===== config.mk =====
export PLATFORM = sky130hd
export DESIGN_NAME = mmc_spi_card_responder
export DESIGN_NICKNAME = d
export VERILOG_FILES = /design/src/rtl/mmc_spi_card_responder.sv
export SDC_FILE = /design/constraint.sdc
export NUM_CORES = 1
export LEC_CHECK = 0
export CAP_MARGIN = 25
export CORE_UTILIZATION = 24
export DETAILED_ROUTE_END_ITERATION = 10
export SLEW_MARGIN = 10
export SYNTH_ARGS = -nofsm -noshare
export SYNTH_HDL_FRONTEND = slang
export SYNTH_SLANG_ARGS = --single-unit

===== constraint.sdc =====
create_clock -name iMMC_CLOCK -period 2.55 [get_ports iMMC_CLOCK]
set_clock_uncertainty 0.1 [all_clocks]
set_input_delay 0.3825 -clock iMMC_CLOCK [delete_from_list [all_inputs] [get_ports iMMC_CLOCK]]
set_output_delay 0.3825 -clock iMMC_CLOCK [all_outputs]
set_load 0.005 [all_outputs]

===== src/rtl/mmc_spi_card_responder.sv =====
// Card-side SPI-mode MMC/SD responder: oversamples host SCLK/CS_N/MOSI and answers the CMD0/CMD1/CMD55/ACMD41 init flow with R1.
// Optional CRC7 checking of command frames is enabled by defining MMC_SPI_CARD_RESPONDER_CRC_CHECK_EN.
//
// state       | meaning
// S_WAIT_INIT | counting power-up SCLK edges with CS_N high
// S_IDLE      | hunting for a command start byte (01xxxxxx)
// S_CMD       | collecting 4 argument bytes, then the CRC byte
// S_NCR       | sending 0xFF filler bytes ahead of the response
// S_RESP      | R1 queued for the next byte boundary, then shifting out

module mmc_spi_card_responder #(
  parameter int P_INIT_CLOCKS = 74,
  parameter int P_NCR         = 1,
  parameter int P_SYNC_STAGES = 2
) (
  input  logic        iMMC_CLOCK,
  input  logic        iRESET_SYNC,
  input  logic        iSPI_SCLK,
  input  logic        iSPI_CS_N,
  input  logic        iSPI_MOSI,
  output logic        oSPI_MISO,
  output logic        oINIT_DONE,
  output logic        oSPI_MODE,
  output logic        oIDLE,
  output logic        oCMD_VALID,
  output logic [5:0]  oCMD_INDEX,
  output logic [31:0] oCMD_ARG
);

  localparam int INIT_W = $clog2(P_INIT_CLOCKS + 1);
  localparam logic [INIT_W-1:0] INIT_LOAD = INIT_W'(P_INIT_CLOCKS);
  localparam logic [INIT_W-1:0] INIT_ONE  = INIT_W'(1);
  localparam logic [3:0]        NCR_LOAD  = 4'(P_NCR);

  localparam logic [2:0] S_WAIT_INIT = 3'd0;
  localparam logic [2:0] S_IDLE      = 3'd1;
  localparam logic [2:0] S_CMD       = 3'd2;
  localparam logic [2:0] S_NCR       = 3'd3;
  localparam logic [2:0] S_RESP      = 3'd4;

  logic [P_SYNC_STAGES-1:0] sclkSync;
  logic [P_SYNC_STAGES-1:0] csSync;
  logic [P_SYNC_STAGES-1:0] mosiSync;
  logic                     sclkDly;
  logic                     sclkS;
  logic                     csHigh;
  logic                     mosiS;
  logic                     sclkRise;
  logic                     sclkFall;
  logic                     byteDone;

  logic [2:0]        state;
  logic [INIT_W-1:0] initLeft;
  logic [2:0]        bitCnt;
  logic [6:0]        rxReg;
  logic [7:0]        rxNext;
  logic [7:0]        txReg;
  logic [2:0]        argCnt;
  logic [3:0]        ncrLeft;
  logic [7:0]        r1Reg;
  logic              r1Loaded;
  logic              appFlag;
  logic [5:0]        idxLatch;
  logic [31:0]       argShift;

  logic       isCmd0;
  logic       isCmd1;
  logic       isCmd16;
  logic       isCmd55;
  logic       isAcmd41;
  logic       legal;
  logic       idleAfter;
  logic       crcOk;
  logic [7:0] r1Good;
  logic [7:0] r1CrcErr;

  assign sclkS    = sclkSync[P_SYNC_STAGES-1];
  assign csHigh   = csSync[P_SYNC_STAGES-1];
  assign mosiS    = mosiSync[P_SYNC_STAGES-1];
  assign sclkRise = sclkS & ~sclkDly;
  assign sclkFall = ~sclkS & sclkDly;
  assign rxNext   = {rxReg, mosiS};
  assign byteDone = sclkRise & ~csHigh & (bitCnt == 3'd7);

  assign oSPI_MISO = csHigh ? 1'b1 : txReg[7];

`ifdef MMC_SPI_CARD_RESPONDER_CRC_CHECK_EN
  logic [6:0] crcAcc;

  function automatic logic [6:0] crc7Byte(input logic [6:0] crcIn, input logic [7:0] data);
    logic [6:0] c;
    logic       fb;
    c = crcIn;
    for (int i = 7; i >= 0; i--) begin
      fb = c[6] ^ data[i];
      c  = {c[5:0], 1'b0};
      if (fb) c = c ^ 7'h09;
    end
    return c;
  endfunction

  assign crcOk = (crcAcc == rxNext[7:1]);
`else
  assign crcOk = 1'b1;
`endif

  // Frame-end decode: legality and the idle flag the command leaves behind.
  always_comb begin
    isCmd0    = (idxLatch == 6'd0);
    isCmd1    = (idxLatch == 6'd1);
    isCmd16   = (idxLatch == 6'd16);
    isCmd55   = (idxLatch == 6'd55);
    isAcmd41  = (idxLatch == 6'd41) & appFlag;
    legal     = isCmd0 | isCmd1 | isCmd16 | isCmd55 | isAcmd41;
    idleAfter = oIDLE;
    if (isCmd0) begin
      idleAfter = 1'b1;
    end else if (isCmd1 | isAcmd41) begin
      idleAfter = 1'b0;
    end
    r1Good   = {4'b0000, 1'b0, ~legal, 1'b0, idleAfter};
    r1CrcErr = {4'b0000, 1'b1, 2'b00, oIDLE};
  end

  always_ff @(posedge iMMC_CLOCK) begin
    if (iRESET_SYNC) begin
      sclkSync   <= '0;
      csSync     <= '1;
      mosiSync   <= '1;
      sclkDly    <= 1'b0;
      state      <= S_WAIT_INIT;
      initLeft   <= INIT_LOAD;
      bitCnt     <= 3'd0;
      rxReg      <= 7'd0;
      txReg      <= 8'hFF;
      argCnt     <= 3'd0;
      ncrLeft    <= 4'd0;
      r1Reg      <= 8'hFF;
      r1Loaded   <= 1'b0;
      appFlag    <= 1'b0;
      idxLatch   <= 6'd0;
      argShift   <= 32'd0;
      oINIT_DONE <= 1'b0;
      oSPI_MODE  <= 1'b0;
      oIDLE      <= 1'b1;
      oCMD_VALID <= 1'b0;
      oCMD_INDEX <= 6'd0;
      oCMD_ARG   <= 32'd0;
`ifdef MMC_SPI_CARD_RESPONDER_CRC_CHECK_EN
      crcAcc     <= 7'd0;
`endif
    end else begin
      sclkSync   <= {sclkSync[P_SYNC_STAGES-2:0], iSPI_SCLK};
      csSync     <= {csSync[P_SYNC_STAGES-2:0], iSPI_CS_N};
      mosiSync   <= {mosiSync[P_SYNC_STAGES-2:0], iSPI_MOSI};
      sclkDly    <= sclkS;
      oCMD_VALID <= 1'b0;

      // Shift datapath: sample on rising SCLK, update MISO on falling SCLK.
      if (csHigh) begin
        bitCnt <= 3'd0;
        txReg  <= 8'hFF;
      end else begin
        if (sclkRise) begin
          rxReg  <= rxNext[6:0];
          bitCnt <= bitCnt + 3'd1;
        end
        if (sclkFall) begin
          if (bitCnt == 3'd0) begin
            if ((state == S_RESP) && !r1Loaded) begin
              txReg    <= r1Reg;
              r1Loaded <= 1'b1;
            end else begin
              txReg <= 8'hFF;
            end
          end else begin
            txReg <= {txReg[6:0], 1'b1};
          end
        end
      end

      case (state)
        S_WAIT_INIT: begin
          if (sclkRise && csHigh) begin
            if (initLeft <= INIT_ONE) begin
              oINIT_DONE <= 1'b1;
              state      <= S_IDLE;
            end else begin
              initLeft <= initLeft - 1'b1;
            end
          end
        end

        S_IDLE: begin
          if (byteDone && (rxNext[7:6] == 2'b01)) begin
            idxLatch <= rxNext[5:0];
            argCnt   <= 3'd0;
            state    <= S_CMD;
`ifdef MMC_SPI_CARD_RESPONDER_CRC_CHECK_EN
            crcAcc   <= crc7Byte(7'd0, rxNext);
`endif
          end
        end

        S_CMD: begin
          if (csHigh) begin
            state <= S_IDLE;
          end else if (byteDone) begin
            if (argCnt != 3'd4) begin
              argShift <= {argShift[23:0], rxNext};
              argCnt   <= argCnt + 3'd1;
`ifdef MMC_SPI_CARD_RESPONDER_CRC_CHECK_EN
              crcAcc   <= crc7Byte(crcAcc, rxNext);
`endif
            end else if (!oSPI_MODE && (!isCmd0 || !crcOk)) begin
              state <= S_IDLE;
            end else if (!crcOk) begin
              r1Reg   <= r1CrcErr;
              ncrLeft <= NCR_LOAD;
              state   <= S_NCR;
            end else begin
              oCMD_VALID <= 1'b1;
              oCMD_INDEX <= idxLatch;
              oCMD_ARG   <= argShift;
              oIDLE      <= idleAfter;
              appFlag    <= isCmd55;
              if (isCmd0) oSPI_MODE <= 1'b1;
              r1Reg   <= r1Good;
              ncrLeft <= NCR_LOAD;
              state   <= S_NCR;
            end
          end
        end

        S_NCR: begin
          if (csHigh) begin
            state <= S_IDLE;
          end else if (byteDone) begin
            if (ncrLeft <= 4'd1) begin
              state <= S_RESP;
            end else begin
              ncrLeft <= ncrLeft - 4'd1;
            end
          end
        end

        S_RESP: begin
          if (csHigh || (byteDone && r1Loaded)) begin
            r1Loaded <= 1'b0;
            state    <= S_IDLE;
          end
        end

        default: begin
          r1Loaded <= 1'b0;
          state    <= S_IDLE;
        end
      endcase
    end
  end

endmodule


* Yosys cells after proc, flatten, opt, wreduce, memory -nomap -nowiden
Cells that the tools add are included.
** Storage, ports and cells
- Register bits after elaboration :: 132
- Bits in latches :: 0
- Memory bits (writable) :: 0
- ROM bits :: 0
- Bits of input ports :: 5
- Output and inout bits :: 43
- Memories :: 0
** Operators by class
- Add/subtract/negate cells :: 4
- Multiply operators :: 0
- Divide/modulo/power cells :: 0
- $lt $le $gt $ge :: 2
- Eq/ne operators :: 27
- Shift-type cells :: 0
- Multiplexer cells :: 37
- Bitwise gates (word level) :: 19
- Reduce and logical (&&, ||, !) cells :: 27
** Operators with widths (count)
- two-way mux 3 bit :: 14
- two-way mux 4 bit :: 7
- != test 2 bit (second input constant) :: 11
- two-way mux 8 bit :: 2
- AND reduction 8 bit :: 2
- != test 3 bit (second input constant) :: 5
- case mux 3 bit (5 select lines) :: 1
- equality test 6 bit (second input constant) :: 2
- AND reduction 5 bit :: 2
- two-way mux 1 bit :: 9
- NOT 1 bit :: 9
- case mux 4 bit (2 select lines) :: 1
- <= comparator 7 x 1 -> 1 bit (second input constant) :: 1
- subtractor 7 x 1 -> 7 bit (second input constant) :: 1
- adder 3 x 1 -> 3 bit (second input constant) :: 2
- equality test 3 x 2 -> 1 bit (second input constant) :: 2
- equality test 3 bit (second input constant) :: 2
- equality test 6 x 1 -> 1 bit (second input constant) :: 1
- equality test 6 x 5 -> 1 bit (second input constant) :: 1
- zero test 3 bit :: 2
- zero test 6 bit :: 1
- case mux 3 bit (2 select lines) :: 1
- AND reduction 3 bit :: 2
- AND reduction 6 bit :: 1
- other kinds (18) :: 34

* Logic depth before layout (Yosys ltp)
Gate-level depths: netlist of run 1.
- Word-level depth :: 8
- Gate-level depth with buffers :: 9
- Depth with buffers taken out :: 7

* Least setup slack after synthesis of run 1
OpenSTA, ideal clock, no wires.
- Kind :: reg2reg
- From :: reg bitCnt[1]
- To :: reg appFlag
- Data arrival time :: 2.002 ns
- Slack :: 0.377 ns
- Stages on the path, launching flop included :: 9
- Path buffers :: 2
- Period minus slack after synthesis :: 2.173 ns
- Cells stage by stage :: dfxtp_1 ha_1 ha_1 and4bb_2 buf_2 or4b_1 buf_2 or3_1 a21oi_1
** Between the ends
- Longest elaborated chain between the ends :: 3
** Ends and longest elaborated chain
- start, declared :: RTL line 54 : logic [2:0] bitCnt;
- start signal, assigned :: RTL line 166 : bitCnt <= bitCnt + 3'd1;
- equality test 3 bit :: RTL line 83 : assign byteDone = sclkRise & ~csHigh & (bitCnt == 3'd7);
- AND 1 bit :: RTL line 83
- AND reduction 5 bit (no line)
- end signal, assigned :: RTL line 226 : appFlag <= isCmd55;
- end, declared :: RTL line 62 : logic appFlag;
No other way between the ends.
A chain may end at the register's enable or synchronous reset.

* Worst setup path after layout of run 1
- From :: reg bitCnt[1]
- To :: reg r1Reg[2]
** Between the ends
- Longest elaborated chain between the ends :: 3
** Ends and longest elaborated chain
- equality test 3 bit :: RTL line 83
- AND 1 bit :: RTL line 83
- AND reduction 5 bit (no line)
- end signal, assigned :: RTL line 218 : r1Reg <= r1CrcErr;
- end signal, assigned :: RTL line 228 : r1Reg <= r1Good;
- end, declared :: RTL line 60 : logic [7:0] r1Reg;
No other way between the ends.

==> results of run 1 <==
cell families after synthesis:
kind of cell	after synthesis	share of synthesized area
mux	3	0.006159
flops	126	0.5173
simple gates	259	0.2384
buf+inv	50	0.03951
xor+xnor	10	0.01796
fa+ha+maj	9	0.02310
compound gates	137	0.1576
flip-flops by register name, summed over array words and instances, names as in the netlist:
register / count
oCMD_INDEX: 6
oCMD_VALID: 1
sclkSync: 2
ncrLeft: 4
oSPI_MODE: 1
state: 3
appFlag: 1
initLeft: 7
idxLatch: 6
mosiSync: 2
r1Loaded: 1
bitCnt: 3
txReg: 8
argCnt: 3
sclkDly: 1
argShift: 32
r1Reg: 3
oCMD_ARG: 32
rxReg: 7
csSync: 2
oINIT_DONE: 1
synth_stat cells, types with 2 or more instances:
cell	n
a21oi_1	95
nor3_2	2
nor4b_1	3
nand2b_1	5
clkbuf_1	31
nor4_1	3
nand4_1	2
o21bai_1	3
a211o_1	3
nand2_1	174
nor3_1	14
nand3b_1	2
a211oi_1	2
a311o_1	2
buf_1	3
o21ai_0	17
ha_1	9
nor2b_1	3
or4b_2	2
mux2i_1	3
or2_2	5
o22ai_1	2
nand3_1	9
inv_1	12
dfxtp_1	126
nor2_1	22
xor2_1	6
or3_1	5
buf_2	3
xnor2_1	4
a31oi_1	2
cell type report:
type	count	area, sq um
inverter	12	45.04
tap	265	331.6
clock inverter	12	122.6
fill	2124	13510
timing repair buffer	60	590.6
multi-input combinational	418	2167
sequential	126	2522
clock buffer	18	429.2
layer usage:
layer	up-vias	share of wire	routed length [um]	global-route usage
met5	-	0	0	0
li1	2083	-	-	-
met1	1774	0.51	5579	0.1525
met4	0	0.016	172	0.04654
met2	56	0.43	4751	0.1673
met3	15	0.048	524	0.03742
report_power, final:
| part | total, mW | internal, mW | switching, mW |
|---|---|---|---|
| logic | 0.150 | 0.0545 | 0.0951 |
| registers | 2.01 | 1.98 | 0.0257 |
| clock network | 2.28 | 1.42 | 0.863 |
| total | 4.44 | 3.46 | 0.984 |
per-stage QoR:
| step | total power [mW] | setup WS, ns |
|---|---|---|
| global placement | 2.200 | 0.3063 |
| CTS | 4.476 | 0.2268 |
| floorplan | 2.161 | 0.3773 |
| global route | 4.590 | 0.08597 |
| detailed placement | 2.199 | 0.2603 |
| finish | 4.441 | 0.2540 |
worst max-delay path by stage:
stage,start,to,slack (ns),depth (start not counted)
floorplan,bitCnt[1],appFlag,0.38,8
finish,bitCnt[1],r1Reg[2],0.25,6
detailed placement,bitCnt[1],r1Reg[2],0.26,6
global placement,bitCnt[1],r1Reg[2],0.31,6
CTS,bitCnt[1],r1Reg[2],0.23,6
global route,bitCnt[1],idxLatch[0],0.09,8
critical path, delay by kind of cell (launching register included):
kind	cells	cell delay [ns]
adders and majority gates	2	0.33
DFF	1	0.35
buffers and inverters	1	0.26
and+or+nand+nor	2	0.85
AOI/OAI and AO/OA	1	0.30
==> reports/summary.txt, run 1 <==
Outcome: finished, final reports clean
Commonest non-fill, non-tap cells in the layout: nand2_1, dfxtp_1, a21oi_1
Post-synth EDFFs: 0
Area leader, netlist: dfxtp_1
CTS HTree Levels: 4
Post-synthesis async set-or-reset flop share: 0
Largest net degree at the start of global routing: 45
Initial antenna violation count: 0
Die area: 20890 sq um
Initial cell density of the core: 0.2473
Yosys warning count: 0
Max Cap Violations: 0
Worst skew pair latency: 0.41 ns
DR WL/cell: 12.10 um
Vias in the first global route: 3789
Final non-filler cell area: 6208 sq um
Crit path cell chain: ha_1 > ha_1 > and4bb_2 > or4b_1 > buf_4 > a211o_1
DR vias: 3928
# resized after CTS: 0
Cells after DPL: 881
Area contributors post-synth: dfxtp_1, nand2_1, a21oi_1, clkbuf_1, ha_1
Non-filler instance count after layout: 911
Die height: 144.5 um
Relative slew margins: 0.5600
Flops & latches, synth: 126
Achievable Freq: 0.4355 GHz
Pwr per Cell Area: 715.2 nW/um^2
Row count: 51
Post-Syn Instances: 594
FF-to-FF Start: bitCnt[1]
Setup TNS: 0 ns
Routed vias/inst: 4.312
Dpl cell area: 5657 sq um
Final Hold Slack: 0.3132 ns
CP Capture Type: register
CTS tree: yes
Worst Path Arrival: 2.49 ns
RSZ-0062 raised after global routing: no
Cell repeated most along the worst path: ha_1
Final Max Slew Viols: 0
Minimum setup slack among reg-to-reg paths: 0.25 ns
Largest stage delay, worst path: 0.53 ns
Synth Cell Area: 4876 sq um
Max IR drop VDD: 0.4789 mV
Antenna Nets Post-Route: 0
Area Overhead vs Synth: 27.33%
DR iter-0 viols: 262
Critical-path top delay cell: or4b_1
Reg clk slew, reported paths: 0.05 ns
Drt drc: 0
Hold path depth: 1
Post-route clock period utilization: 0.9004
Syn avg cell area: 8.209 sq um
Predominant post-synthesis flop cell: dfxtp_1
Hold-fix buffers at CTS: 0
Gpl congestion: 0.6964
CP Max Fanout: 26
Startpoint Class: register
Yosys cell types: 51
Final core occ: 0.3149
Hold_sp: csSync[0]
Core region area: 19720 sq um
ANT cells: 0
Hold Path Class: register to register
Count of final hold-check violations: 0
Total routed wirelength: 11030 um
Buffer levels on the longest clock path: 2
RR Endpoint: r1Reg[2]
IO buf count: 47
Chip Width: 144.5 um
# setup viols final: 0
Sequential element share of the synthesized area: 0.5173
Worst Tran Pin Value: 0.6556 ns
Required time of the critical path: 2.75 ns
Post-synth top area share: 0.5173
Global-route usage over all layers: 0.1141
Nets: 649
Leak pwr: 2.056 nW
CTS buffer count: 17
Synth Net Count: 608
First-pass GRT wire length: 18660 um
Overflow after GRT: 0
Io pins: 48
Setup Fix Bufs, Post-CTS: 0
Critical path type: register to register
Most common cell after layout, fill and taps aside: nand2_1
CTS root buf: clkbuf_16
Fraction of layout cells with a size suffix above 1: 0.08978
Detailed Routing Iterations Pass 1: 4
Worst Hold End: csSync[1]
Final critical-path required period: 2.296 ns
# clock sinks: 126
Reg2Reg Depth: 6
Hpwl dp: 7243 um
Note: power is estimated with default switching activity, not from simulation.
==> run 2: changes to the inputs <==
--- a/config.mk
+++ b/config.mk
@@ -8,6 +8,7 @@
 export CAP_MARGIN = 25
 export CORE_UTILIZATION = 24
 export DETAILED_ROUTE_END_ITERATION = 10
+export GPL_TIMING_DRIVEN = 0
 export SLEW_MARGIN = 10
 export SYNTH_ARGS = -nofsm -noshare
 export SYNTH_HDL_FRONTEND = slang
==> run 2 against run 1 <==
Die area did not move. First-iteration DRC count rose by 37%. Setup slack got worse by 0.076 ns. Cell count rose by 3.1%. Highest routed layer unchanged. Non-clock buffer count rose by 26. Via count rose by 4.9%. Critical endpoint is now appFlag. Combinational power rose by 19%. Core utilization rose by 0.62 points. Global-route usage rose by 1.0 points.
==> reports/summary.txt, run 2 (synthesized netlist as in run 1, its figures left out) <==
Hold_sp: csSync[0]
CP Max Fanout: 10
Max IR drop VDD: 0.3814 mV
Total routed wirelength: 12070 um
Largest stage delay, worst path: 0.43 ns
Hold-fix buffers at CTS: 0
Achievable Freq: 0.4215 GHz
Count of final hold-check violations: 0
Crit path launch: bitCnt[1]
Top Registers: argShift (32), oCMD_ARG (32), txReg (8)
Die height: 144.5 um
ANT cells: 0
Largest net degree at the start of global routing: 17
Vias in the first global route: 3986
Antenna Nets Post-Route: 0
Post-route clock period utilization: 0.9303
Worst Path Arrival: 2.62 ns
Leak pwr: 2.097 nW
CP delay by family, top: simple AND/OR/NAND/NOR gates
Minimum setup slack among reg-to-reg paths: 0.18 ns
Power Total: 4.695 mW
Final critical-path required period: 2.372 ns
RSZ-0062 raised after global routing: no
DR vias: 4119
Initial cell density of the core: 0.2473
IO buf count: 47
Fraction of layout cells with a size suffix above 1: 0.09199
CTS tree: yes
Initial antenna violation count: 0
Io pins: 48
Required time of the critical path: 2.80 ns
Worst skew pair latency: 0.42 ns
Critical-path top delay cell: or4b_1
Pwr per Cell Area: 741.5 nW/um^2
Buffer levels on the longest clock path: 2
Global-route usage over all layers: 0.1244
Register Area: 2522 sq um
Max Cap Violations: 0
Hold Path Class: register to register
Die area: 20890 sq um
DR iter-0 viols: 358
Non-filler instance count after layout: 939
Final Max Slew Viols: 0
Cells after DPL: 906
CTS buffer count: 17
FF-to-FF Start: bitCnt[1]
Critical path type: register to register
Overflow after GRT: 0
Fill cells: 2051
Crit path cell chain: ha_1 > ha_1 > and4bb_2 > clkbuf_4 > or4b_1 > buf_2 > or3_1 > a21oi_1
Worst Tran Pin Value: 0.6869 ns
Hpwl dp: 8440 um
Outcome: finished, final reports clean
Most common cell after layout, fill and taps aside: nand2_1
# clock sinks: 126
Drt drc: 0
Critical path buffers and inverters: 2
Final core occ: 0.3211
Core region area: 19720 sq um
CP Capture Type: register
Startpoint Class: register
First-pass GRT wire length: 19660 um
Chip Width: 144.5 um
Reg clk slew, reported paths: 0.06 ns
Pre-CTS WS: -0.2682 ns
Row count: 51
Routed vias/inst: 4.387
Nets: 675
# setup viols final: 0
Multi-input gate area: 2168 sq um
Detailed Routing Iterations Pass 1: 4
Final Worst Setup Slack: 0.1777 ns
Area Overhead vs Synth: 29.84%
CTS HTree Levels: 4
Relative slew margins: 0.5372
DR WL/cell: 12.86 um
Gpl congestion: 0.7672
Commonest non-fill, non-tap cells in the layout: nand2_1, dfxtp_1, a21oi_1
CTS root buf: clkbuf_16
Cell repeated most along the worst path: ha_1
[run 2: metal layers]
| layer | GRT usage | part of all wire |
|---|---|---|
| met1 | 0.1553 | 0.48 |
| met2 | 0.1913 | 0.45 |
| met5 | 0 | 0 |
| met3 | 0.04073 | 0.051 |
| met4 | 0.06094 | 0.018 |
[run 2: power by group]
| group | internal [mW] | leakage (nW) | switching (mW) |
|---|---|---|---|
| clock | 1.58 | 0.299 | 0.943 |
| sequential | 1.98 | 1.02 | 0.00888 |
| combinational | 0.0578 | 0.781 | 0.121 |
| total | 3.62 | 2.10 | 1.07 |
[run 2: final timing paths]
kind | end | cells past startpoint
hold / removal | csSync[1] | 1
setup / recovery | appFlag | 8
hold reg to reg | csSync[1] | 1
setup reg to reg | appFlag | 8
[run 2: timing repair]
action / in CTS / in global routing
pin swaps: 1 / 1
resized for setup: 3 / 15
setup buffers: 0 / 2
setup endpoints to repair: 42 / 68
cloned: 0 / 0
[run 2: metrics by stage]
step | area [sq um] | setup TNS (ns) | hold WS (ns)
floorplan | 4876 | 0 | 0.2895
global placement | 5678 | -6.093 | 0.2946
detailed placement | 5678 | -6.329 | 0.2980
CTS | 6305 | 0 | 0.3134
global route | 6331 | 0 | 0.3241
finish | 6331 | 0 | 0.3108
[run 2: final cells by class]
class / count / area share
Sequential cell: 126 / 0.3984
Timing Repair Buffer: 49 / 0.07668
Clock inverter: 14 / 0.02885
Clock buffer: 18 / 0.06937
Tap cell: 265 / 0.05237
Inverter: 12 / 0.007115
Multi-Input combinational cell: 418 / 0.3425
Buffer: 37 / 0.02470
==> run 3: changes to the inputs <==
--- a/config.mk
+++ b/config.mk
@@ -6,9 +6,11 @@
 export NUM_CORES = 1
 export LEC_CHECK = 0
 export CAP_MARGIN = 25
-export CORE_UTILIZATION = 24
+export CORE_UTILIZATION = 50
+export CTS_BUF_LIST = sky130_fd_sc_hd__clkbuf_8 sky130_fd_sc_hd__clkbuf_16
 export DETAILED_ROUTE_END_ITERATION = 10
 export GPL_TIMING_DRIVEN = 0
+export PLACE_DENSITY = 0.71
 export SLEW_MARGIN = 10
 export SYNTH_ARGS = -nofsm -noshare
 export SYNTH_HDL_FRONTEND = slang
==> run 3 against run 2 <==
Register-to-register slack worse by 0.08 ns. Clock power up 7%. Fmax down 3.3%. Die area down 51%. Critical endpoint unchanged. Sequential cell count unchanged. Core utilization up 35 points. Hold slack worse by 0.0051 ns. Total power up 3.6%. Clock-buffer cell count unchanged.
==> reports/summary.txt, run 3 (synthesized netlist as in run 1, its figures left out) <==
Outcome: finished, final reports clean
Commonest non-fill, non-tap cells in the layout: nand2_1, dfxtp_1, a21oi_1
Core region area: 9328 sq um
# setup viols final: 0
Achievable Freq: 0.4077 GHz
IO buf count: 47
Final critical-path required period: 2.453 ns
DR iter-0 viols: 249
CTS root buf: clkbuf_8
Area Overhead vs Synth: 27.43%
Hold Path Class: register to register
Relative slew margins: 0.5776
Final core occ: 0.6661
Io pins: 48
ANT cells: 0
Leak pwr: 2.120 nW
Gpl congestion: 0.8253
# clock sinks: 126
DR WL/cell: 13.92 um
Initial antenna violation count: 0
CTS HTree Levels: 4
Post-route clock period utilization: 0.9619
Initial cell density of the core: 0.5227
Row count: 35
CTS tree: yes
Buffer levels on the longest clock path: 2
Hold-fix buffers at CTS: 0
Routed vias/inst: 5.321
CP Max Fanout: 10
CP Capture Type: register
Cells after DPL: 770
Worst Path Arrival: 2.80 ns
Antenna Nets Post-Route: 0
Final Max Slew Viols: 0
Minimum setup slack among reg-to-reg paths: 0.1 ns
Die height: 100.8 um
Vias in the first global route: 3940
Pwr per Cell Area: 782.9 nW/um^2
Count of final hold-check violations: 0
Detailed Routing Iterations Pass 1: 5
Most common cell after layout, fill and taps aside: nand2_1
CTS buffer count: 17
Largest net degree at the start of global routing: 17
Required time of the critical path: 2.89 ns
Worst Tran Pin Value: 0.6270 ns
Overflow after GRT: 0
Die area: 10150 sq um
Global-route usage over all layers: 0.2390
Reg clk slew, reported paths: 0.06 ns
Worst skew pair latency: 0.52 ns
Top Registers: argShift (32), oCMD_ARG (32), txReg (8)
Critical path type: register to register
Max IR drop VDD: 0.4669 mV
First-pass GRT wire length: 18710 um
Startpoint Class: register
Max Cap Violations: 0
Nets: 675
Total routed wirelength: 11180 um
Non-filler instance count after layout: 803
Chip Width: 100.8 um
Hpwl dp: 7787 um
Fraction of layout cells with a size suffix above 1: 0.08605
DR vias: 4273
Drt drc: 0
## run 3: cell type report
class	count	area, sq um
clock inverter	14	240.2
multi-input combinational	418	2168
timing repair buffer	49	498.0
inverter	12	45.04
buffer	37	150.1
fill	796	3114
clock buffer	18	427.9
tap	129	161.4
sequential	126	2522
## run 3: timing repair
action | CTS | global route
endpoints found under the setup margin | 41 | 70
cloned | 0 | 0
resized for setup | 3 | 7
pin swaps | 0 | 1
setup buffers | 0 | 2
## run 3: path summary, 6_finish.rpt
kind,from,endpoint,depth (start not counted)
setup / recovery,bitCnt[1],appFlag,8
hold / removal,csSync[0],csSync[1],1
hold reg to reg,csSync[0],csSync[1],1
setup reg to reg,bitCnt[1],appFlag,8
## run 3: per-stage QoR
step | cell area [sq um] | hold WS (ns) | power, mW | TNS [ns] | setup WS (ns)
2_1_floorplan | 4876 | 0.2895 | 2.161 | 0 | 0.3773
3_3_place_gp | 5508 | 0.2938 | 2.204 | -3.128 | -0.1734
3_5_place_dp | 5508 | 0.2988 | 2.214 | -4.994 | -0.2305
4_1_cts | 6185 | 0.3074 | 4.889 | 0 | 0.005320
5_1_grt | 6213 | 0.3130 | 5.000 | -0.1049 | -0.02277
6_report | 6213 | 0.3058 | 4.865 | 0 | 0.09712
## run 3: per-layer routing
metal / part of all wire / up-vias / track usage / wire length (um)
met4: 0.011 / 0 / 0.08361 / 127
met5: 0 / - / 0 / 0
met1: 0.48 / 2010 / 0.3153 / 5373
met3: 0.044 / 13 / 0.05617 / 495
li1: - / 2146 / - / -
met2: 0.46 / 104 / 0.3846 / 5179
## run 3: critical path, cell delays in order (launching register included)
cell,delay (ns)
dfxtp_1,0.35
ha_1,0.16
ha_1,0.18
and4bb_2,0.23
buf_2,0.20
or4b_1,0.44
buf_2,0.19
or3_1,0.37
a21oi_1,0.15
## run 3: where the power goes
| group | switching, mW | total (mW) | internal [mW] |
|---|---|---|---|
| Clock | 0.873 | 2.69 | 1.81 |
| Sequential | 0.00859 | 1.99 | 1.98 |
| Combinational | 0.128 | 0.186 | 0.0578 |
| Total | 1.01 | 4.86 | 3.85 |
